==> config.mk <==
export PLATFORM = sky130hd
export DESIGN_NAME = exe_muldiv_iter
export DESIGN_NICKNAME = d
export VERILOG_FILES = /design/src/rtl/exe_muldiv_pkg.sv /design/src/rtl/exe_div_step.sv /design/src/rtl/exe_muldiv_iter.sv
export SDC_FILE = /design/constraint.sdc
export NUM_CORES = 1
export LEC_CHECK = 0
export BUFFER_PORTS_ARGS = -buffer_cell sky130_fd_sc_hd__buf_4
export CAP_MARGIN = 20
export CORE_UTILIZATION = 35
export DETAILED_ROUTE_END_ITERATION = 12
export GPL_TIMING_DRIVEN = 1
export SETUP_SLACK_MARGIN = 0.3
export SLEW_MARGIN = 20
export SYNTH_ARGS = -nofsm -noshare
export SYNTH_HDL_FRONTEND = slang
export SYNTH_HIERARCHICAL = 1
export SYNTH_SLANG_ARGS = --single-unit
==> constraint.sdc <==
create_clock -name clk -period 6.46 [get_ports clk]
set_input_delay 1.292 -clock clk [delete_from_list [all_inputs] [get_ports clk]]
set_output_delay 1.292 -clock clk [all_outputs]
set_load 0.03 [all_outputs]
==> src/rtl/exe_muldiv_pkg.sv <==
// Shared op encoding, FSM state encoding and op-class helpers for the
// iterative multiply/divide unit.
package exe_muldiv_pkg;

    typedef enum logic [2:0] {
        OP_MUL   = 3'd0,
        OP_MULHU = 3'd1,
        OP_DIVU  = 3'd2,
        OP_REMU  = 3'd3,
        OP_MULH  = 3'd4,
        OP_DIV   = 3'd5,
        OP_REM   = 3'd6,
        OP_RSVD  = 3'd7
    } op_e;

    typedef enum logic [1:0] {
        ST_IDLE = 2'd0,
        ST_BUSY = 2'd1,
        ST_DONE = 2'd2
    } state_e;

    function automatic logic op_is_div(input op_e op);
        return op inside {OP_DIVU, OP_REMU, OP_DIV, OP_REM};
    endfunction

    function automatic logic op_is_signed(input op_e op);
        return op inside {OP_MULH, OP_DIV, OP_REM};
    endfunction

    // Ops whose answer lives in the upper half of the accumulator
    // (high product word, or remainder).
    function automatic logic op_is_upper(input op_e op);
        return op inside {OP_MULHU, OP_REMU, OP_MULH, OP_REM};
    endfunction

endpackage

==> src/rtl/exe_div_step.sv <==
// One combinational restoring-division step: shift the next dividend bit
// into the remainder, trial-subtract the divisor, keep the difference if non-negative.
module exe_div_step #(
    parameter int WIDTH = 32
) (
    input  logic [WIDTH-1:0] rem_i,
    input  logic [WIDTH-1:0] quo_i,
    input  logic [WIDTH-1:0] divisor_i,
    output logic [WIDTH-1:0] rem_o,
    output logic [WIDTH-1:0] quo_o
);

    logic [WIDTH:0]   shifted;
    logic [WIDTH+1:0] diff;

    assign shifted = {rem_i, quo_i[WIDTH-1]};
    assign diff    = {1'b0, shifted} - {2'b00, divisor_i};
    assign rem_o   = diff[WIDTH+1] ? shifted[WIDTH-1:0] : diff[WIDTH-1:0];
    assign quo_o   = {quo_i[WIDTH-2:0], ~diff[WIDTH+1]};

endmodule

==> src/rtl/exe_muldiv_iter.sv <==
// Iterative multiply/divide unit: one shift-add or restoring shift-subtract per cycle.
// Signed ops 4-6 are built only when MULDIV_SIGNED_EN is defined; otherwise they are reserved.
module exe_muldiv_iter
    import exe_muldiv_pkg::*;
#(
    parameter int WIDTH = 32,
    parameter int CNT_W = $clog2(WIDTH) + 1
) (
    input  logic             clk,
    input  logic             rst_n,
    input  logic             start,
    input  logic             flush,
    input  logic [2:0]       op,
    input  logic [WIDTH-1:0] a,
    input  logic [WIDTH-1:0] b,
    output logic             ready,
    output logic             valid,
    output logic [WIDTH-1:0] result,
    output logic             dbz
);

    state_e               state_q, state_d;
    logic [CNT_W-1:0]     cnt_q, cnt_d;
    logic [WIDTH-1:0]     result_q, result_d;
    logic                 dbz_q, dbz_d;
    op_e                  op_q, op_d;
    logic [WIDTH-1:0]     opnd_q, opnd_d;
    logic [2*WIDTH-1:0]   acc_q, acc_d;

    op_e                  op_in;
    logic                 op_ok;
    logic [WIDTH-1:0]     a_mag, b_mag;
    logic [WIDTH:0]       mul_sum;
    logic [2*WIDTH-1:0]   mul_next, div_next, step_next;
    logic [WIDTH-1:0]     div_rem, div_quo;
    logic [WIDTH-1:0]     raw_res, fin_res;

    assign op_in = op_e'(op);

`ifdef MULDIV_SIGNED_EN
    logic neg_q, neg_d, sgn_a, sgn_b, neg_in;
    logic [2*WIDTH-1:0] neg_prod;

    assign op_ok  = (op_in != OP_RSVD);
    assign sgn_a  = op_is_signed(op_in) & a[WIDTH-1];
    assign sgn_b  = op_is_signed(op_in) & b[WIDTH-1];
    assign a_mag  = sgn_a ? -a : a;
    assign b_mag  = sgn_b ? -b : b;
    assign neg_in = (op_in == OP_REM) ? sgn_a : (sgn_a ^ sgn_b);
`else
    assign op_ok  = !op_is_signed(op_in) && (op_in != OP_RSVD);
    assign a_mag  = a;
    assign b_mag  = b;
`endif

    // Multiply: accumulator is {partial product, remaining multiplier bits}.
    assign mul_sum  = {1'b0, acc_q[2*WIDTH-1:WIDTH]} + {1'b0, (acc_q[0] ? opnd_q : '0)};
    assign mul_next = {mul_sum, acc_q[WIDTH-1:1]};

    // Divide: accumulator is {remainder, dividend shifting into quotient}.
    exe_div_step #(.WIDTH(WIDTH)) u_div_step (
        .rem_i     (acc_q[2*WIDTH-1:WIDTH]),
        .quo_i     (acc_q[WIDTH-1:0]),
        .divisor_i (opnd_q),
        .rem_o     (div_rem),
        .quo_o     (div_quo)
    );
    assign div_next  = {div_rem, div_quo};

    assign step_next = op_is_div(op_q) ? div_next : mul_next;
    assign raw_res   = op_is_upper(op_q) ? step_next[2*WIDTH-1:WIDTH] : step_next[WIDTH-1:0];

`ifdef MULDIV_SIGNED_EN
    assign neg_prod = -step_next;
    always_comb begin
        fin_res = raw_res;
        if (neg_q) begin
            fin_res = (op_q == OP_MULH) ? neg_prod[2*WIDTH-1:WIDTH] : -raw_res;
        end
    end
`else
    assign fin_res = raw_res;
`endif

    always_comb begin
        // NOTE: every signal driven here gets a default first, so no path can infer a latch.
        state_d  = state_q;
        cnt_d    = cnt_q;
        result_d = result_q;
        dbz_d    = dbz_q;
        op_d     = op_q;
        opnd_d   = opnd_q;
        acc_d    = acc_q;
`ifdef MULDIV_SIGNED_EN
        neg_d    = neg_q;
`endif
        case (state_q)
            ST_IDLE: begin
                if (start && !flush) begin
                    op_d  = op_in;
                    cnt_d = CNT_W'(WIDTH - 1);
                    if (!op_ok) begin
                        state_d  = ST_DONE;
                        result_d = '0;
                        dbz_d    = 1'b0;
                    end else if (op_is_div(op_in) && (b == '0)) begin
                        state_d  = ST_DONE;
                        result_d = op_is_upper(op_in) ? a : '1;
                        dbz_d    = 1'b1;
                    end else begin
                        state_d = ST_BUSY;
                        opnd_d  = op_is_div(op_in) ? b_mag : a_mag;
                        acc_d   = {{WIDTH{1'b0}}, (op_is_div(op_in) ? a_mag : b_mag)};
`ifdef MULDIV_SIGNED_EN
                        neg_d   = neg_in;
`endif
                    end
                end
            end
            ST_BUSY: begin
                if (flush) begin
                    state_d = ST_IDLE;
                end else begin
                    acc_d = step_next;
                    if (cnt_q == '0) begin
                        state_d  = ST_DONE;
                        result_d = fin_res;
                        dbz_d    = 1'b0;
                    end else begin
                        cnt_d = cnt_q - CNT_W'(1);
                    end
                end
            end
            default: state_d = ST_IDLE;
        endcase
    end

    // NOTE: sequential state uses non-blocking assignments so every register samples pre-edge values.
    always_ff @(posedge clk) begin
        if (!rst_n) begin
            state_q  <= ST_IDLE;
            cnt_q    <= '0;
            result_q <= '0;
            dbz_q    <= 1'b0;
        end else begin
            state_q  <= state_d;
            cnt_q    <= cnt_d;
            result_q <= result_d;
            dbz_q    <= dbz_d;
        end
    end

    // NOTE: datapath registers are left unreset; they are always loaded at acceptance before use.
    always_ff @(posedge clk) begin
        op_q   <= op_d;
        opnd_q <= opnd_d;
        acc_q  <= acc_d;
`ifdef MULDIV_SIGNED_EN
        neg_q  <= neg_d;
`endif
    end

    assign ready  = (state_q == ST_IDLE);
    assign valid  = (state_q == ST_DONE);
    assign result = result_q;
    assign dbz    = dbz_q;

endmodule
==> flow_summary.ini, run 1 <==
[place]
gp_congestion = 0.927
hpwl_mm = 29.8
dpl_cell_area_mm2 = 0.0132
port_buffers = 105
placed_cells = 1954

[floorplan]
initial_core_util = 0.355
core_mm2 = 0.0345
die_w_um = 189
die_h_um = 189
num_rows = 68
die_area_mm2 = 0.0357
io_pins = 106

[routing]
drtPass1Iterations = 8
highest_layer = met4
drc = 0
routedWlPerCell_um = 20.2
wl_met2_mm = 17.3
route.layer.met1.wl_mm = 18.6
vias = 11335
wl_met3_mm = 3.20
drt-total-wl_mm = 40.1
viasPerCell = 5.71
drtIter0Drc = 910
postRouteAntennaNets = 0

[timing]
fmax_mhz = 241
post-route-period-util = 0.642
hold_viol = 0
final.setup_skew_ps = 7.75
slew_violations = 0
fin_tns_setup_ps = 0
max_slew.worst_pin.slew_ps = 1020
rsz0062_at_grt = no
min_period_ps = 4140
setup_violations = 0
relSlewSlack = 0.314

[layout]
finalInstanceArea_mm2 = 0.0137
final_cells = 1986
drive_above_1_share = 0.155
nNetsFinal = 1657
antenna-diode-count = 0
area_growth_pct = 12.0

[setup_path]
arrival_ps = 4330
critPathCaptureType = flip-flop
crit_type = flip-flop to flip-flop
required_ps = 6650
startpoint_type = flip-flop
path_max_fanout = 33

[synth]
synthArstFlopShare = 0
yosys_warnings = 6
yosysSeqAreaShare = 0.310
syn_area_per_cell_um2 = 8.16
synth_nets = 1637
synthCells = 1498
synth_flop_cell = edfxtp_1
synth_cell_type_count = 93
synth-seq-cells = 140
synth_area_mm2 = 0.0122
synth-edff-count = 99

[clocking]
clk_latency_ps = 440
cts_tree = yes
clock-sinks = 140
post_cts_resized = 0
ctsHtreeMaxLevel = 4
cts_root_buf = clkbuf_16
clockBufferDepth = 2
cts_hold_buf = 0
clkSlewWorstSetupHoldPaths_ps = 70
cts_setup_buffers = 0
cts_buffers = 17

[pwr]
powerDensity_mw_per_mm2 = 196
p_leak_nw = 5.38
finalPower_mw = 2.68
peakVddDrop_mv = 0.171

[grt]
grt_pass1_wl_mm = 62.9
grt_pass1_vias = 10847
gr-total-overflow = 0
antenna_found_initial = 0
gr-usage-all-layers = 0.227
grt_max_degree = 97

[outcome]
outcome = complete, no violations

[min_path]
min_path_type = flip-flop to flip-flop

[job]
maxCapViolations = 0
synthesized netlist by cell type, types with 9 or more instances:
cell | count | area share
a31oi_1 | 57 | 0.029
o21a_1 | 15 | 0.0092
clkbuf_1 | 66 | 0.020
o21ai_0 | 121 | 0.050
mux2i_1 | 10 | 0.0082
nor3_1 | 18 | 0.0074
and3_1 | 10 | 0.0051
a211oi_1 | 49 | 0.030
ha_1 | 66 | 0.068
dfxtp_1 | 41 | 0.067
nor2_1 | 82 | 0.025
a21oi_1 | 120 | 0.049
o211ai_1 | 12 | 0.0074
nand4_1 | 13 | 0.0067
xor2_1 | 20 | 0.014
mux2_2 | 34 | 0.031
nor4_1 | 15 | 0.0077
o21bai_1 | 9 | 0.0055
nand2_1 | 248 | 0.076
nand3_1 | 24 | 0.0098
edfxtp_1 | 99 | 0.24
buf_4 | 32 | 0.020
inv_1 | 59 | 0.018
xnor2_1 | 37 | 0.027
nor2b_1 | 37 | 0.019
and2_1 | 38 | 0.019
a21o_1 | 25 | 0.015
where the power goes:
group          switching [mW]  internal (mW)  total [mW]
combinational           0.448          0.271       0.719
clock                   0.421          0.489       0.910
sequential             0.0405           1.01        1.05
total                   0.909           1.77        2.68
cell type report:
type	count	area [um^2]
Clock inverter	14	98.8
Multi-Input combinational cell	1178	7670
Sequential cell	140	3790
Tap cell	455	569
Timing Repair Buffer	119	893
Fill cell	3504	20800
Inverter	62	233
Clock buffer	18	429
flip-flops by register name (all words and copies together), names as in the netlist:
| register | cells |
|---|---|
| cnt_q | 6 |
| dbz | 1 |
| acc_q | 64 |
| opnd_q | 32 |
| op_q | 3 |
| result | 32 |
| state_q | 2 |
stage by stage:
stage	hold WS, ps	util	worst slack (ps)
after floorplan	489	-	1560
after global placement	469	0.382	2370
after detailed placement	457	0.382	2310
after CTS	473	0.397	2310
after global routing	502	0.397	2000
final	469	0.397	2320
routing by layer:
layer	GRT usage	vias to the layer above
li1	-	5477
met2	0.339	470
met5	0	-
met3	0.0454	44
met4	0.0726	0
met1	0.325	5344
layout by cell type, fill, tap and decap left out, types with 38 or more instances in the layout:
master    synthesis  routed
inv_1            59      59
o21ai_0         121     121
a31oi_1          57      57
a211oi_1         49      49
a21oi_1         120     120
nor2_1           82      80
edfxtp_1         99      99
buf_4            32     119
dfxtp_1          41      41
and2_1           38      38
nand2_1         248     248
ha_1             66      66
worst paths after layout:
path,start,to,slack (ps),cells past startpoint
worst max-delay path,acc_q[0],acc_q[61],2320,12
worst max register to register,acc_q[0],acc_q[61],2320,12
worst min-delay path,dbz,dbz,470,2
worst min register to register,dbz,dbz,470,2
cells by family after synthesis:
group,Yosys count,synth area share
compound gates,488,0.260
xor+xnor,58,0.0422
fa+ha+maj,68,0.0708
buf+inv,180,0.0699
flops,140,0.310
mux,52,0.0530
simple gates,512,0.194
critical path, cell delays in order (launching register included):
cell and delay, ps:
edfxtp_1 790, and2_1 350, ha_1 220, fa_1 410, a21oi_1 220, o21ai_1 190, a2111oi_4 450, o2111ai_1 180
and2_4 180, a41o_1 290, a221oi_4 300, nor4_1 80, a211o_1 240
Note: power is estimated with default switching activity, not from simulation.
==> run 2, diff against run 1 <==
==> constraint.sdc (replaced) <==
create_clock -name clk -period 4.3 [get_ports clk]
set_input_delay 0.86 -clock clk [delete_from_list [all_inputs] [get_ports clk]]
set_output_delay 0.86 -clock clk [all_outputs]
set_load 0.03 [all_outputs]
==> run 2 against run 1 <==
Net effect:
- sequential power is 50% higher
- clock power is 55% higher
- combinational power is 52% higher
- clock skew hardly changed
- maximum frequency is 13% higher
- setup slack worse by 1700 ps
- worst hold slack worse by 1.2 ps
- total power is 52% higher
- via count is 1.1% higher
- non-clock buffer count is 6 higher
==> flow_summary.ini, run 2 (synthesis results as in run 1) <==
[outcome]
outcome = complete, no violations

[place]
port_buffers = 105
place_ws_ps = 645
hpwl_mm = 30.6
gp_congestion = 0.920

[routing]
drt-total-wl_mm = 41.1
drtPass1Iterations = 5
drc = 0
routedWlPerCell_um = 20.7
drtIter0Drc = 1074
vias = 11463
viasPerCell = 5.75
postRouteAntennaNets = 0

[setup_path]
crit_path_cell_trace = ha_1, a21o_1, a21o_1, a21oi_1, o22ai_1, nor3_4, buf_4, a211oi_1, nor3_1, nand2_1, nand3_1, o21ai_0, nor2_1, and2_1, a211o_1
crit_path_max_incr_delay_ps = 450
path_max_fanout = 50
cp.depth = 15
critPathBufInv = 1
arrival_ps = 4050
critPathSlowestCell = nor3_1
critPathCaptureType = flip-flop
rr_worst_depth = 15
startpoint_type = flip-flop
cpMostUsedCell = a21o_1
required_ps = 4680
crit_type = flip-flop to flip-flop
crit_family = simple AND/OR/NAND/NOR gates

[floorplan]
num_rows = 68
die_h_um = 189
initial_core_util = 0.355
io_pins = 106
core_mm2 = 0.0345
die_area_mm2 = 0.0357
die_w_um = 189

[pwr]
power_frac_seq = 0.387
powerDensity_mw_per_mm2 = 296
peakVddDrop_mv = 0.262
p_int_mw = 2.74
p_leak_nw = 5.44
swShare = 0.329
pwr-share-comb = 0.268
p_clk_frac = 0.345
power_switching_mw = 1.34

[layout]
layout_common_cells = 248 x nand2_1, 123 x buf_4, 121 x o21ai_0
fill_cells = 3504
seq_area_mm2 = 0.00379
top_register = acc_q
area_growth_pct = 12.7
drive_above_1_share = 0.159
multiInputGateArea_mm2 = 0.00767
nNetsFinal = 1663
final_common_cell = nand2_1
utilization = 0.400
largest_reg_flops = 64
antenna-diode-count = 0

[grt]
gr-usage-all-layers = 0.229
grt_max_degree = 97
gr-total-overflow = 0
grt_pass1_wl_mm = 63.7
antenna_found_initial = 0
grt_pass1_vias = 11025

[clocking]
clk_latency_ps = 430
ctsHtreeMaxLevel = 4
cts_root_buf = clkbuf_16
clockBufferDepth = 2
clock-sinks = 140
clkSlewWorstSetupHoldPaths_ps = 60
cts_setup_buffers = 0
cts_tree = yes
cts_buffers = 17

[min_path]
hold_depth = 2
min_path_type = flip-flop to flip-flop

[timing]
rsz0062_at_grt = no
final.setup_skew_ps = 7.55
post-route-period-util = 0.854
fin_tns_setup_ps = 0
min_period_ps = 3670
setup_ws_ps = 629
max_slew.worst_pin.slew_ps = 997
hold_viol = 0
slew_violations = 0
fmax_mhz = 272
setup_violations = 0
relSlewSlack = 0.335

[job]
maxCapViolations = 0
run 2: cell types whose count changed in the layout (fill, tap and decap cells not counted):
cell / previous run / this run
buf_4: 119 / 123
bufinv_16: 0 / 1
clkinvlp_4: 5 / 3
clkinv_4: 3 / 2
clkinv_2: 2 / 6
ha_1: 66 / 65
clkbuf_1: 1 / 2
buf_12: 0 / 2
clkinv_1: 3 / 1
inv_6: 2 / 0
clkbuf_8: 0 / 1
ha_2: 0 / 1
run 2: layout make-up:
type | count | area share
inverters | 62 | 0.0169
multi-input cells | 1178 | 0.557
well taps | 455 | 0.0413
repair buffers | 125 | 0.0699
flip-flops and latches | 140 | 0.275
clock buffers | 20 | 0.0324
clock inverters | 12 | 0.00726
run 2: timing repair:
item	4_1_cts	5_1_grt
hold buffers	0	0
resized for setup	0	1
setup endpoints to repair	0	1
run 2: worst min-delay path: cells and delay by family, from the launching register on:
kind	cells	cell delay, ps
compound gates	1	60
flops	1	310
simple gates	1	50
run 2: routing by layer:
metal	GRT usage	wire length, um	up-vias
met5	0	0	-
met4	0.0834	1210	0
met3	0.0523	3750	56
met2	0.337	17500	496
met1	0.326	18700	5424
li1	-	-	5487
run 2: power by group through the flow:
stage                     logic, mW  registers [mW]  clock network (mW)
final                          1.09            1.58                1.41
after global routing           1.19            1.59                1.47
after CTS                      1.08            1.58                1.42
after detailed placement       1.07            1.61                   0
after global placement         1.07            1.61                   0
after floorplan               0.734            1.61                   0
run 2: through the flow:
step                      instances  hold slack [ps]  power (mW)  instance area (um^2)
final                          1992              467        4.08                 13800
after global routing           1992              500        4.25                 13800
after CTS                      1992              470        4.08                 13800
after detailed placement       1960              454        2.68                 13200
after global placement         1960              445        2.68                 13200
after floorplan                1498              489        2.34                 12200
run 2: worst paths after layout:
kind / from / endpoint / slack [ps]
worst max-delay path: acc_q[57] / result[29] / 630
worst min-delay path: dbz / dbz / 470
worst max register to register: acc_q[57] / result[29] / 630
worst min register to register: dbz / dbz / 470
==> run 3, diff against run 2 <==
--- a/config.mk
+++ b/config.mk
@@ -8,6 +8,7 @@
 export BUFFER_PORTS_ARGS = -buffer_cell sky130_fd_sc_hd__buf_4
 export CAP_MARGIN = 20
 export CORE_UTILIZATION = 35
+export CTS_BUF_LIST = sky130_fd_sc_hd__clkbuf_8
 export DETAILED_ROUTE_END_ITERATION = 12
 export GPL_TIMING_DRIVEN = 1
 export SETUP_SLACK_MARGIN = 0.3
==> run 3 against run 2 <==
Net effect:
- via count hardly changed
- sequential share of layout area is 0.39 points higher
- count of clock-buffer cells in the layout decreased by 2
- final cell count unchanged
- cell area fell by 1.4%
- critical endpoint unchanged
- largest power group unchanged
==> flow_summary.ini, run 3 (synthesis results as in run 1) <==
[floorplan]
num_rows = 68
io_pins = 106
core_mm2 = 0.0345
initial_core_util = 0.355
die_w_um = 189
die_h_um = 189
die_area_mm2 = 0.0357

[grt]
grt_pass1_wl_mm = 63.5
grt_max_degree = 97
gr-usage-all-layers = 0.229
antenna_found_initial = 0
gr-total-overflow = 0
grt_pass1_vias = 10974

[clocking]
cts_hold_buf = 0
cts_root_buf = clkbuf_8
cts_buffers = 17
ctsHtreeMaxLevel = 4
cts_setup_buffers = 0
cts_tree = yes
clk_latency_ps = 470
clock-sinks = 140
clkSlewWorstSetupHoldPaths_ps = 80
post_cts_resized = 0
clockBufferDepth = 2

[timing]
slew_violations = 0
hold_viol = 0
final.setup_skew_ps = 15.8
setup_violations = 0
min_period_ps = 3670
post-route-period-util = 0.853
rsz0062_at_grt = no
fin_tns_setup_ps = 0
max_slew.worst_pin.slew_ps = 1030
relSlewSlack = 0.315
setup_ws_ps = 633
fmax_mhz = 273

[setup_path]
critPathCaptureType = flip-flop
crit_type = flip-flop to flip-flop
arrival_ps = 4080
required_ps = 4720
startpoint_type = flip-flop
path_max_fanout = 50

[pwr]
power_switching_mw = 1.30
finalPower_mw = 3.69
p_clk_frac = 0.276
p_leak_nw = 5.36
peakVddDrop_mv = 0.203
pwr-share-comb = 0.297
powerDensity_mw_per_mm2 = 272
swShare = 0.351
power_frac_seq = 0.427
p_int_mw = 2.40

[routing]
drtIter0Drc = 1037
vias = 11454
postRouteAntennaNets = 0
drc = 0
routedWlPerCell_um = 20.6
drt-total-wl_mm = 41.0
viasPerCell = 5.75
drtPass1Iterations = 5

[layout]
top_register = acc_q
nNetsFinal = 1663
finalInstanceArea_mm2 = 0.0136
drive_above_1_share = 0.159
antenna-diode-count = 0
layout_common_cells = 248 x nand2_1, 123 x buf_4, 121 x o21ai_0
largest_reg_flops = 64
final_common_cell = nand2_1
area_growth_pct = 11.1

[place]
gp_congestion = 0.920
hpwl_mm = 30.6
dpl_cell_area_mm2 = 0.0132
place_ws_ps = 645
port_buffers = 105

[outcome]
outcome = complete, no violations

[min_path]
min_path_type = flip-flop to flip-flop

[job]
maxCapViolations = 0
## run 3: cell types whose count changed in the layout (fill, tap and decap cells not counted)
cell,delta
clkbuf_16,-17
clkbuf_8,+17
clkbuf_1,-2
inv_1,+2
## run 3: routing by layer
layer,wire (um),share of wire,track usage
met4,1450,0.035,0.0934
met1,18700,0.46,0.328
met2,17100,0.42,0.333
met5,0,0,0
met3,3760,0.092,0.0467
## run 3: area by class of cell
cell class              instances  area (um^2)
clock buffers                  18          248
clock inverters                14          108
fillers                      3527        20900
inverters                      62          233
multi-input cells            1178         7670
flip-flops and latches        140         3790
well taps                     455          569
repair buffers                125          963
## run 3: worst paths after layout
path         depth (start not counted)  slack, ps    endpoint      start
max                                 15        630  result[29]  acc_q[53]
max reg2reg                         15        630  result[29]  acc_q[53]
min                                  2        470         dbz        dbz
min reg2reg                          2        470         dbz        dbz
## run 3: power groups by stage
| stage | sequential [mW] | combinational (mW) | clock [mW] |
|---|---|---|---|
| 2_1_floorplan | 1.61 | 0.734 | 0 |
| 3_3_place_gp | 1.61 | 1.07 | 0 |
| 3_5_place_dp | 1.61 | 1.07 | 0 |
| 4_1_cts | 1.58 | 1.08 | 1.03 |
| 5_1_grt | 1.59 | 1.19 | 1.08 |
| 6_report | 1.58 | 1.10 | 1.02 |
## run 3: worst max-delay path, cell delays in order (launching register included)
cell and delay [ps]:
edfxtp_1 450, ha_1 400, a21oi_1 290, o211ai_1 140, a21oi_1 200, o22ai_1 190
nor3_4 230, buf_4 430, a211oi_1 110, nor3_1 450, nand2_1 90, nand3_1 90
o21ai_0 100, nor2_1 160, and2_1 150, a211o_1 110
## run 3: per-stage QoR
stage | hold WS [ps] | util | cells
2_1_floorplan | 489 | - | 1498
3_3_place_gp | 445 | 0.384 | 1960
3_5_place_dp | 454 | 0.384 | 1960
4_1_cts | 473 | 0.394 | 1992
5_1_grt | 504 | 0.394 | 1992
6_report | 473 | 0.394 | 1992
